**config.mk**
```make
export PLATFORM = sky130hd
export DESIGN_NAME = strassen_tile_loader
export DESIGN_NICKNAME = d
export VERILOG_FILES = /design/src/rtl/strassen_pkg.sv /design/src/rtl/strassen_slot_bank.sv /design/src/rtl/strassen_tile_loader.sv
export SDC_FILE = /design/constraint.sdc
export NUM_CORES = 1
export LEC_CHECK = 0
export BUFFER_PORTS_ARGS = -buffer_cell sky130_fd_sc_hd__buf_2
export CAP_MARGIN = 10
export CORE_AREA = 2 2 215 217
export CTS_CLUSTER_DIAMETER = 50
export DETAILED_ROUTE_END_ITERATION = 8
export DIE_AREA = 0 0 217 219
export PLACE_DENSITY = 0.65
export SLEW_MARGIN = 20
export SYNTH_ARGS = -nofsm -noshare
export SYNTH_HDL_FRONTEND = slang
export SYNTH_SLANG_ARGS = --single-unit
export TNS_END_PERCENT = 30
```
**constraint.sdc**
```tcl
create_clock -name clk -period 1.7 [get_ports clk]
set_input_delay 0.085 -clock clk [delete_from_list [all_inputs] [get_ports clk]]
set_output_delay 0.085 -clock clk [all_outputs]
set_load 0.05 [all_outputs]
```
**src/rtl/strassen_pkg.sv**
```systemverilog
// Shared types and constants for the Strassen 2x2 operand loader.
package strassen_pkg;

   localparam int unsigned DEFAULT_DATA_W = 32;
   localparam int unsigned NUM_SLOTS      = 8;
   localparam int unsigned SLOT_IDX_W     = 3;
   localparam int unsigned CNT_W          = 4;

   localparam logic [SLOT_IDX_W-1:0] SLOT_A11 = 3'd0;
   localparam logic [SLOT_IDX_W-1:0] SLOT_A12 = 3'd1;
   localparam logic [SLOT_IDX_W-1:0] SLOT_A21 = 3'd2;
   localparam logic [SLOT_IDX_W-1:0] SLOT_A22 = 3'd3;
   localparam logic [SLOT_IDX_W-1:0] SLOT_B11 = 3'd4;
   localparam logic [SLOT_IDX_W-1:0] SLOT_B12 = 3'd5;
   localparam logic [SLOT_IDX_W-1:0] SLOT_B21 = 3'd6;
   localparam logic [SLOT_IDX_W-1:0] SLOT_B22 = 3'd7;

   typedef enum logic [1:0] {
      IDLE,
      LOAD,
      WAIT,
      OUT
   } loader_state_t;

endpackage

```
**src/rtl/strassen_slot_bank.sv**
```systemverilog
// Eight operand registers written one at a time, read all in parallel.
module strassen_slot_bank
   import strassen_pkg::*;
#(
   parameter int unsigned DATA_W = DEFAULT_DATA_W
) (
   input  logic                                clk,
   input  logic                                clr_n,
   input  logic                                we,
   input  logic [SLOT_IDX_W-1:0]               idx,
   input  logic [DATA_W-1:0]                   wdata,
   output logic [NUM_SLOTS-1:0][DATA_W-1:0]    slots
);

   always_ff @(posedge clk) begin
      if (!clr_n) begin
         slots <= '0;
      end else if (we) begin
         slots[idx] <= wdata;
      end
   end

endmodule

```
**src/rtl/strassen_tile_loader.sv**
```systemverilog
// Serial-to-tile operand loader and result capture for the matmult1 2x2 multiplier.
// Optional STRASSEN_LOADER_PERF_EN adds a saturating completed-tile counter.
module strassen_tile_loader
   import strassen_pkg::*;
#(
   parameter int unsigned DATA_W   = DEFAULT_DATA_W,
   parameter int unsigned MULT_LAT = 3
) (
   input  logic              clk,
   input  logic              rst_n,
   input  logic              in_valid,
   output logic              in_ready,
   input  logic [DATA_W-1:0] in_data,
   output logic [DATA_W-1:0] mm_a11,
   output logic [DATA_W-1:0] mm_a12,
   output logic [DATA_W-1:0] mm_a21,
   output logic [DATA_W-1:0] mm_a22,
   output logic [DATA_W-1:0] mm_b11,
   output logic [DATA_W-1:0] mm_b12,
   output logic [DATA_W-1:0] mm_b21,
   output logic [DATA_W-1:0] mm_b22,
   input  logic [DATA_W-1:0] mm_c11,
   input  logic [DATA_W-1:0] mm_c12,
   input  logic [DATA_W-1:0] mm_c21,
   input  logic [DATA_W-1:0] mm_c22,
   output logic              out_valid,
   input  logic              out_ready,
   output logic [DATA_W-1:0] out_c11,
   output logic [DATA_W-1:0] out_c12,
   output logic [DATA_W-1:0] out_c21,
   output logic [DATA_W-1:0] out_c22
`ifdef STRASSEN_LOADER_PERF_EN
   ,
   output logic [15:0]       tile_count
`endif
);

   loader_state_t                        state;
   logic [SLOT_IDX_W-1:0]                idx;
   logic [CNT_W-1:0]                     cnt;
   logic [NUM_SLOTS-1:0][DATA_W-1:0]     slots;
   logic                                 accept_c;

   assign accept_c = in_valid && in_ready;

   strassen_slot_bank #(
      .DATA_W (DATA_W)
   ) u_slot_bank (
      .clk   (clk),
      .clr_n (rst_n),
      .we    (accept_c),
      .idx   (idx),
      .wdata (in_data),
      .slots (slots)
   );

   assign mm_a11 = slots[SLOT_A11];
   assign mm_a12 = slots[SLOT_A12];
   assign mm_a21 = slots[SLOT_A21];
   assign mm_a22 = slots[SLOT_A22];
   assign mm_b11 = slots[SLOT_B11];
   assign mm_b12 = slots[SLOT_B12];
   assign mm_b21 = slots[SLOT_B21];
   assign mm_b22 = slots[SLOT_B22];

   // in_ready/out_valid are registered from the next state, never from in_valid/out_ready.
   always_ff @(posedge clk) begin
      if (!rst_n) begin
         state     <= IDLE;
         idx       <= '0;
         cnt       <= '0;
         in_ready  <= 1'b0;
         out_valid <= 1'b0;
         out_c11   <= '0;
         out_c12   <= '0;
         out_c21   <= '0;
         out_c22   <= '0;
      end else begin
         case (state)
            IDLE: begin
               in_ready <= 1'b1;
               if (accept_c) begin
                  idx   <= SLOT_IDX_W'(1);
                  state <= LOAD;
               end
            end
            LOAD: begin
               if (accept_c) begin
                  if (idx == SLOT_B22) begin
                     idx      <= '0;
                     cnt      <= CNT_W'(MULT_LAT);
                     in_ready <= 1'b0;
                     state    <= WAIT;
                  end else begin
                     idx <= SLOT_IDX_W'(idx + SLOT_IDX_W'(1));
                  end
               end
            end
            WAIT: begin
               cnt <= CNT_W'(cnt - CNT_W'(1));
               if (cnt == CNT_W'(1)) begin
                  out_c11   <= mm_c11;
                  out_c12   <= mm_c12;
                  out_c21   <= mm_c21;
                  out_c22   <= mm_c22;
                  out_valid <= 1'b1;
                  state     <= OUT;
               end
            end
            OUT: begin
               if (out_ready) begin
                  out_valid <= 1'b0;
                  in_ready  <= 1'b1;
                  state     <= IDLE;
               end
            end
            default: begin
               in_ready  <= 1'b0;
               out_valid <= 1'b0;
               state     <= IDLE;
            end
         endcase
      end
   end

`ifdef STRASSEN_LOADER_PERF_EN
   always_ff @(posedge clk) begin
      if (!rst_n) begin
         tile_count <= '0;
      end else if (out_valid && out_ready && (tile_count != 16'hFFFF)) begin
         tile_count <= tile_count + 16'd1;
      end
   end
`endif

endmodule

```
[Yosys cells after proc, flatten, opt, wreduce, memory -nomap -nowiden]
Index checks and enable logic that the tools add are counted.
Word-level totals
  register bits after elaboration: 395
  output and inout port bits: 386
  logic and storage cells: 67
Operators by class
  $add $sub $neg: 2
  order comparisons: 2
  equality and inequality tests: 10
  muxes and demuxes: 23
  reductions and logical operators: 13
Operators with widths (count)
  bitwise mux 256 bit: 1
  demux 32 bit (select 3 bit): 1
  two-way mux 32 bit: 1
  two-way mux 2 bit: 5
  != test 2 bit (second input constant): 5
  two-way mux 3 bit: 3
  AND reduction 3 bit: 3
  two-way mux 4 bit: 2
  case mux 2 bit (4 select lines): 1
  case mux 4 bit (2 select lines): 1
  case mux 3 bit (2 select lines): 1
  nonzero test 2 bit: 3
  two-way mux 1 bit: 5
  AND reduction 5 bit: 1
  == test 2 bit (second input constant): 2
  == test 4 x 1 -> 1 bit (second input constant): 1
  < comparator 3 x 4 -> 1 bit (second input constant): 1
  AND reduction 4 bit: 1
  subtractor 4 x 1 -> 4 bit (second input constant): 1
  adder 3 x 1 -> 3 bit (second input constant): 1
  == test 3 bit (second input constant): 1
  greater-or-equal comparator 3 x 1 -> 1 bit (second input constant): 1
  case mux 1 bit (3 select lines): 1
  nonzero test 3 bit: 1
  5 further kinds: 6

[Longest topological paths before layout]
Gate-level depths: netlist of the first run.
  depth after elaboration: 5
  depth in mapped cells: 7
  gate-level depth less buffers: 5

[Hierarchy]
Synthesis of the first run repeated with hierarchy kept, for this count alone.
Second synthesis, totals
  cell total of the unflattened synthesis: 1507
  area, all modules: 14312.5 um2
By module, submodules not included
  strassen_slot_bank: times used 1, cells an instance 871, area each 9200.1 um2
  strassen_tile_loader: times used 1, cells an instance 636, area each 5112.4 um2

[Worst setup path before layout of the first run]
Ideal clock, no wire load.
  kind: register to register
  start point: reg in_ready
  end point: reg state[0]
  setup time: 119 ps
  arrival: 1677 ps
  data required time: 1581 ps
  path slack: -96 ps
  cell stages (with the launch flop): 5
  cell sequence: dfxtp_1 -> buf_2 -> a21boi_0 -> or4_1 -> o221a_2
On the way
  cells in the longest elaborated chain, start to end: 3
  elaborated cells between the ends (all ways): 4
  those cells by class: eq/ne: 2; reduce/logical: 2
Ends and longest elaborated chain
  start: declaration: line strassen_tile_loader.sv:12  | output logic in_ready,
  start signal: assignment: line strassen_tile_loader.sv:72  | in_ready <= 1'b0;
  start signal: assignment: line strassen_tile_loader.sv:81  | in_ready <= 1'b1;
  start signal: assignment: line strassen_tile_loader.sv:92  | in_ready <= 1'b0;
  logical AND 1 bit (*): line strassen_tile_loader.sv:44  | assign accept_c = in_valid && in_ready;
  != test 2 bit (no source line)
  AND reduction 5 bit (no source line) (*)
  end signal: assignment: line strassen_tile_loader.sv:69  | state <= IDLE;
  end signal: assignment: line strassen_tile_loader.sv:84  | state <= LOAD;
  end signal: assignment: line strassen_tile_loader.sv:93  | state <= WAIT;
  end: declaration: line strassen_tile_loader.sv:38  | loader_state_t state;
Every way passes the cells marked *; elsewhere a longest branch is shown, timed or not.
A chain may end at the register's enable or synchronous reset.

[Worst setup path after layout of the first run]
  start point: reg cnt[0]
  end point: reg out_c22[1]
On the way
  cells in the longest elaborated chain, start to end: 2
Ends and longest elaborated chain
  start: declaration: line strassen_tile_loader.sv:40  | logic [CNT_W-1:0] cnt;
  start signal: assignment: line strassen_tile_loader.sv:91  | cnt <= CNT_W'(MULT_LAT);
  start signal: assignment: line strassen_tile_loader.sv:100  | cnt <= CNT_W'(cnt - CNT_W'(1));
  == test 4 x 1 -> 1 bit: line strassen_tile_loader.sv:101  | if (cnt == CNT_W'(1)) begin
  AND reduction 2 bit (no source line)
  end signal: assignment: line strassen_tile_loader.sv:105  | out_c22 <= mm_c22;
  end: declaration: line strassen_tile_loader.sv:31  | output logic [DATA_W-1:0] out_c22
No other way between the ends.

==> results.py, run 1 <==
metrics = {
    "cts": {
        "cts_root_buf": "clkbuf_16",
        "clockBufferDepth": 3,
        "clock-sinks": 395,
        "cts_buffers": 47,
        "htreeDepth": 2,
        "cts_tree": "done",
        "clk_latency_ns": 0.57,
        "clk_pin_slew_ns": 0.06,
    },
    "yosys": {
        "syn_area_per_cell_sq_um": 8.571,
        "yosys.area.top_type": "dfxtp_1",
        "synthDistinctLibCells": 42,
        "yosys.cell_count.top_type": "dfxtp_1",
        "yosys_register_bits": 395,
        "syn-cell-area_sq_um": 15830,
        "synth-edff-count": 0,
        "yosys_warnings": 0,
        "postSynthCellCount": 1847,
        "synth_top_area_share_pct": 49.95,
        "synth_common_cells": "dfxtp_1, a21boi_0, nand2_1",
        "ys.flop_type": "dfxtp_1",
        "synth-async-reset-ratio_pct": 0,
        "synthTopCellsByArea": "dfxtp_1, a21boi_0, nand3_1, o21ai_0, nand2_1",
        "ys_seq_area_share_pct": 49.95,
        "synth_fp_nets": 2020,
    },
    "cells_and_area": {
        "diodes": 0,
        "nets": 2621,
        "final_core_util_pct": 50.26,
        "layout-drive-gt1-share_pct": 28.73,
        "area_delta_synth_final_pct": 43.16,
        "fill_cells": 4090,
    },
    "setup_path": {
        "worstPathArrival_ns": 2.16,
        "worst-path-stages": 7,
        "cpPeakStageDelay_ns": 0.40,
        "end_kind": "register",
        "required_ns": 2.19,
        "crit_path_cell_trace": "ha_1 > buf_4 > and4bb_4 > buf_12 > clkbuf_16 > nand2_1 > a21boi_0",
        "crit_buf_inv": 3,
        "r2r_cells": 7,
        "path_delay_family": "buffers and inverters",
        "path_max_fanout": 29,
        "worst_setup_path_start_kind": "register",
        "worstSetupPathType": "reg -> reg",
        "cp_slowest_cell": "dfxtp_1",
    },
    "route": {
        "drt_pass1_iterations": 5,
        "drc_errors": 0,
        "drt-total-wl_um": 62730,
        "initialDrtViolationCount": 1394,
        "detail-route-antenna-nets": 0,
        "avgViaCountPerCell": 5.346,
        "num_vias": 16490,
        "wl_per_cell_um": 20.33,
    },
    "worst_hold_path": {
        "holdPathStages": 3,
        "hp-class": "in -> reg",
    },
    "timing": {
        "rsz0062_at_grt": "yes",
        "slew_violations": 0,
        "worst_slew_pin_slew_ns": 0.6349,
        "max_freq_ghz": 0.5964,
        "post-route-min-period_ns": 1.677,
        "hold_viol": 0,
        "finalCritPeriodShare_pct": 98.63,
        "setup_violations": 0,
        "whs_ns": 0.3095,
        "max-slew-margin-rel_pct": 57.67,
        "finClkSkew_ns": 0.01161,
    },
    "placed_design": {
        "port_buffers": 549,
        "routabilityCongestion": 0.8636,
        "dpl.hpwl_um": 39860,
    },
    "floorplan": {
        "initial_core_util_pct": 35.11,
        "design.core.area_sq_um": 45090,
        "boundaryPins": 550,
        "die_x_um": 217,
        "rows": 78,
        "dieArea_sq_um": 47520,
        "die_y_um": 219,
    },
    "status": {
        "status": "complete, no violations",
    },
    "flow_run": {
        "maxCapViolCount": 0,
    },
    "power": {
        "ir_drop_uv": 767.4,
        "powerDensity_nw_per_um2": 1090,
        "p_leak_nw": 9.235,
    },
    "global_routing": {
        "antenna_found_initial": 0,
        "grt_pass1_vias": 16280,
        "grt_use_total_pct": 25.03,
        "grt_max_degree": 102,
        "overflow": 0,
        "grt_pass1_wl_um": 93610,
    },
}
[final timing paths]
check           endpoint   startpoint  slack [ns]
max reg2reg   out_c22[1]       cnt[0]        0.02
min            out_valid    out_ready        0.31
min reg2reg  out_c21[21]  out_c21[21]        0.45
max           out_c22[1]       cnt[0]        0.02
[per-layer routing]
metal,GRT usage [%],wire length (um),vias up
met4,13.77,3407,0
met2,43.47,30520,795
met3,5.807,4933,167
li1,-,-,7564
met5,0,0,-
met1,28.39,23870,7966
[placed cells by master, fill, tap and decap left out, types with 3 or more instances in the layout]
cell type,n
nand3_1,261
dfxtp_2,3
dfxtp_1,392
clkbuf_1,10
clkbuf_16,50
buf_4,24
buf_8,3
inv_6,4
nand4_1,3
a21boi_1,60
dlygate4sd3_1,163
nand2_1,264
inv_1,4
bufinv_16,4
nor2_1,3
buf_12,29
buf_2,548
ha_1,6
clkinv_4,3
a21boi_0,326
o21ai_0,259
clkinvlp_4,4
ha_2,3
o211a_1,3
clkbuf_8,12
[registers in the layout, summed over array words and instances (netlist names)]
name / cells
out_valid: 1
state: 2
u_slot_bank.slots: 256
out_c22: 32
in_ready: 1
out_c11: 32
idx: 3
out_c12: 32
cnt: 4
out_c21: 32
[stage by stage]
| stage | TNS, ns | cell area [sq um] | instances | power [W] | setup WS (ns) |
|---|---|---|---|---|---|
| global placement | 0 | 19280 | 2831 | 0.01410 | 0.03664 |
| detailed placement | -1.929 | 19280 | 2831 | 0.01417 | -0.1110 |
| finish | 0 | 22660 | 3085 | 0.02471 | 0.02335 |
| floorplan | 0 | 15840 | 1847 | 0.01254 | 0.02193 |
| global route | -0.9240 | 22660 | 3085 | 0.02557 | -0.05515 |
| CTS | 0 | 22530 | 3080 | 0.02478 | 0.01799 |
[worst reg2reg max path, delay by kind of cell, from the launching register on]
kind	cells	cell delay (ns)
buffers and inverters	3	0.52
DFF	1	0.40
and+or+nand+nor	2	0.33
adders and majority gates	1	0.19
AOI/OAI and AO/OA	1	0.16
[power by group]
part	total [W]	internal [W]	leakage (nW)	switching [W]
Clock	0.0103	0.00626	0.775	0.00408
Sequential	0.00975	0.00954	3.19	0.000210
Combinational	0.00462	0.00156	5.27	0.00305
Total	0.0247	0.0174	9.23	0.00734
[cell type report]
| type | instances | area (sq um) | share of cell area (%) |
|---|---|---|---|
| flip-flops and latches | 395 | 7911 | 34.91 |
| multi-input cells | 1227 | 7081 | 31.24 |
| repair buffers | 772 | 5294 | 23.36 |
| clock buffers | 69 | 1379 | 6.084 |
| well taps | 600 | 750.7 | 3.313 |
| clock inverters | 17 | 227.7 | 1.005 |
| inverters | 5 | 18.77 | 0.08282 |
[cells by family (layout without fill, tap and decap cells)]
kind of cell,Yosys count,after routing,synth area share [%]
buffers and inverters,225,863,5.928
DFF,395,395,49.95
AOI/OAI and AO/OA,658,658,27.35
muxes,2,2,0.1265
and+or+nand+nor,558,558,15.93
adders and majority gates,9,9,0.7114
[timing repair]
item                       in CTS  in global routing
setup buffers                   0                  2
hold endpoints to repair      386                  0
cloned                          0                  3
hold buffers                  163                  0
pin swaps                       0                  3
setup endpoints to repair      38                133
resized for setup               4                 48
Note: power is estimated with default switching activity, not from simulation.
==> run 2: changes to the inputs <==
--- a/config.mk
+++ b/config.mk
@@ -12,6 +12,7 @@
 export DETAILED_ROUTE_END_ITERATION = 8
 export DIE_AREA = 0 0 217 219
 export PLACE_DENSITY = 0.65
+export RECOVER_POWER = 50
 export SLEW_MARGIN = 20
 export SYNTH_ARGS = -nofsm -noshare
 export SYNTH_HDL_FRONTEND = slang
==> run 2 against run 1 <==
Net effect:
- via count shrank 0.35%
- worst hold slack lost 0.00072 ns
- clock skew shrank 0.00064 ns
- wire length is essentially flat
- cell area shrank 1.9%
- maximum frequency is essentially flat
- clock-buffer cell count is the same
- sequential power is essentially flat
- non-clock buffer count is the same
- largest cell class unchanged
==> results.py, run 2 (synthesized netlist as in run 1, its figures left out) <==
metrics = {
    "status": {
        "status": "complete, no violations",
    },
    "setup_path": {
        "cpPeakStageDelay_ns": 0.52,
        "crit_path_cell_trace": "ha_1 > ha_2 > nor2b_2 > or4_4 > o221a_2",
        "path_delay_family": "simple AND/OR/NAND/NOR gates",
        "cp_slowest_cell": "or4_4",
        "end_kind": "register",
        "crit_buf_inv": 0,
        "required_ns": 2.15,
        "worst_setup_path_start_kind": "register",
        "worstPathArrival_ns": 2.13,
        "worstSetupPathType": "reg -> reg",
        "path_max_fanout": 3,
    },
    "placed_design": {
        "dpl.hpwl_um": 39860,
        "port_buffers": 549,
        "routabilityCongestion": 0.8636,
        "placed_area_sq_um": 19280,
    },
    "global_routing": {
        "grt_use_total_pct": 25.03,
        "overflow": 0,
        "grt_pass1_wl_um": 93610,
        "grt_max_degree": 102,
        "antenna_found_initial": 0,
        "grt_pass1_vias": 16280,
    },
    "floorplan": {
        "die_x_um": 217,
        "die_y_um": 219,
        "design.core.area_sq_um": 45090,
        "initial_core_util_pct": 35.11,
        "dieArea_sq_um": 47520,
        "rows": 78,
        "boundaryPins": 550,
    },
    "timing": {
        "hold_viol": 0,
        "whs_ns": 0.3088,
        "max-slew-margin-rel_pct": 51.41,
        "fin_setup_tns_ns": 0,
        "finalCritPeriodShare_pct": 98.58,
        "max_freq_ghz": 0.5967,
        "post-route-min-period_ns": 1.676,
        "slew_violations": 0,
        "finClkSkew_ns": 0.01097,
        "rsz0062_at_grt": "yes",
        "worst_slew_pin_slew_ns": 0.7320,
        "setup_violations": 0,
    },
    "flow_run": {
        "maxCapViolCount": 0,
    },
    "cts": {
        "cts_root_buf": "clkbuf_16",
        "htreeDepth": 2,
        "clk_latency_ns": 0.57,
        "clk_pin_slew_ns": 0.06,
        "cts_buffers": 47,
        "cts_tree": "done",
        "clock-sinks": 395,
        "clockBufferDepth": 3,
    },
    "cells_and_area": {
        "regArea_sq_um": 7911,
        "postLayoutCellArea_sq_um": 22230,
        "layout-drive-gt1-share_pct": 15.01,
        "multi_input_area_sq_um": 7081,
        "top_register": "u_slot_bank.slots",
        "largest_reg_flops": 256,
        "fill_cells": 4293,
        "final_core_util_pct": 49.31,
        "nets": 2621,
        "area_delta_synth_final_pct": 40.44,
        "layout_common_cells": "dfxtp_1, clkbuf_1, a21boi_0",
        "diodes": 0,
        "layout_commonest_cell": "dfxtp_1",
    },
    "route": {
        "drt-total-wl_um": 62700,
        "avgViaCountPerCell": 5.327,
        "initialDrtViolationCount": 1470,
        "wl_per_cell_um": 20.33,
        "drt_pass1_iterations": 7,
        "drc_errors": 0,
        "num_vias": 16430,
        "detail-route-antenna-nets": 0,
    },
    "power": {
        "powerDensity_nw_per_um2": 1109,
        "power_w": 0.02466,
        "p_leak_nw": 7.718,
        "ir_drop_uv": 766.9,
    },
    "worst_hold_path": {
        "hp-class": "in -> reg",
    },
}
-- run 2: cell count changes in the layout (fill, tap and decap cells not counted), sizes merged --
cell	delta
buf	-359
clkbuf	+359
-- run 2: per-stage QoR --
step           instances  setup slack [ns]
2_1_floorplan       1847           0.02193
3_3_place_gp        2831           0.03664
4_1_cts             3080           0.01799
3_5_place_dp        2831           -0.1110
5_1_grt             3085          -0.05515
6_report            3085           0.02411
-- run 2: what timing repair did --
item / CTS / global route
buffers inserted: 0 / 2
hold buffers: 163 / 0
gates resized for setup: 4 / 48
hold endpoints to repair: 386 / 0
gates cloned: 0 / 3
endpoints found under the setup margin: 38 / 133
pin swaps: 0 / 3
-- run 2: final cells by class --
| type | count | share of cell area (%) |
|---|---|---|
| flip-flops and latches | 395 | 35.58 |
| multi-input cells | 1227 | 31.85 |
| repair buffers | 772 | 21.88 |
| clock buffers | 69 | 6.202 |
| well taps | 600 | 3.377 |
| clock inverters | 17 | 1.024 |
| inverters | 5 | 0.08442 |
-- run 2: worst min-delay path, stage by stage --
cell and delay [ns]:
dlygate4sd3_1 0.54, buf_2 0.12, a311oi_1 0.08
-- run 2: report_power, final --
| part | switching [W] | leakage, nW | internal [W] | total (W) |
|---|---|---|---|---|
| clock | 0.00409 | 0.775 | 0.00626 | 0.0104 |
| combinational | 0.00305 | 3.76 | 0.00150 | 0.00456 |
| sequential | 0.000215 | 3.19 | 0.00954 | 0.00975 |
| total | 0.00736 | 7.72 | 0.0173 | 0.0247 |
-- run 2: per-layer routing --
layer,vias up,track usage (%),part of all wire (%)
met1,7925,28.39,38
met2,774,43.47,48
met5,-,0,0
met4,0,13.77,5.5
met3,165,5.807,7.9
li1,7570,-,-
-- run 2: path summary, 6_finish.rpt --
| path | slack, ns | from | end | depth (start not counted) |
|---|---|---|---|---|
| hold / removal | 0.31 | out_ready | out_valid | 3 |
| setup reg to reg | 0.02 | idx[0] | state[0] | 5 |
| hold reg to reg | 0.45 | out_c21[21] | out_c21[21] | 2 |
| setup / recovery | 0.02 | idx[0] | state[0] | 5 |
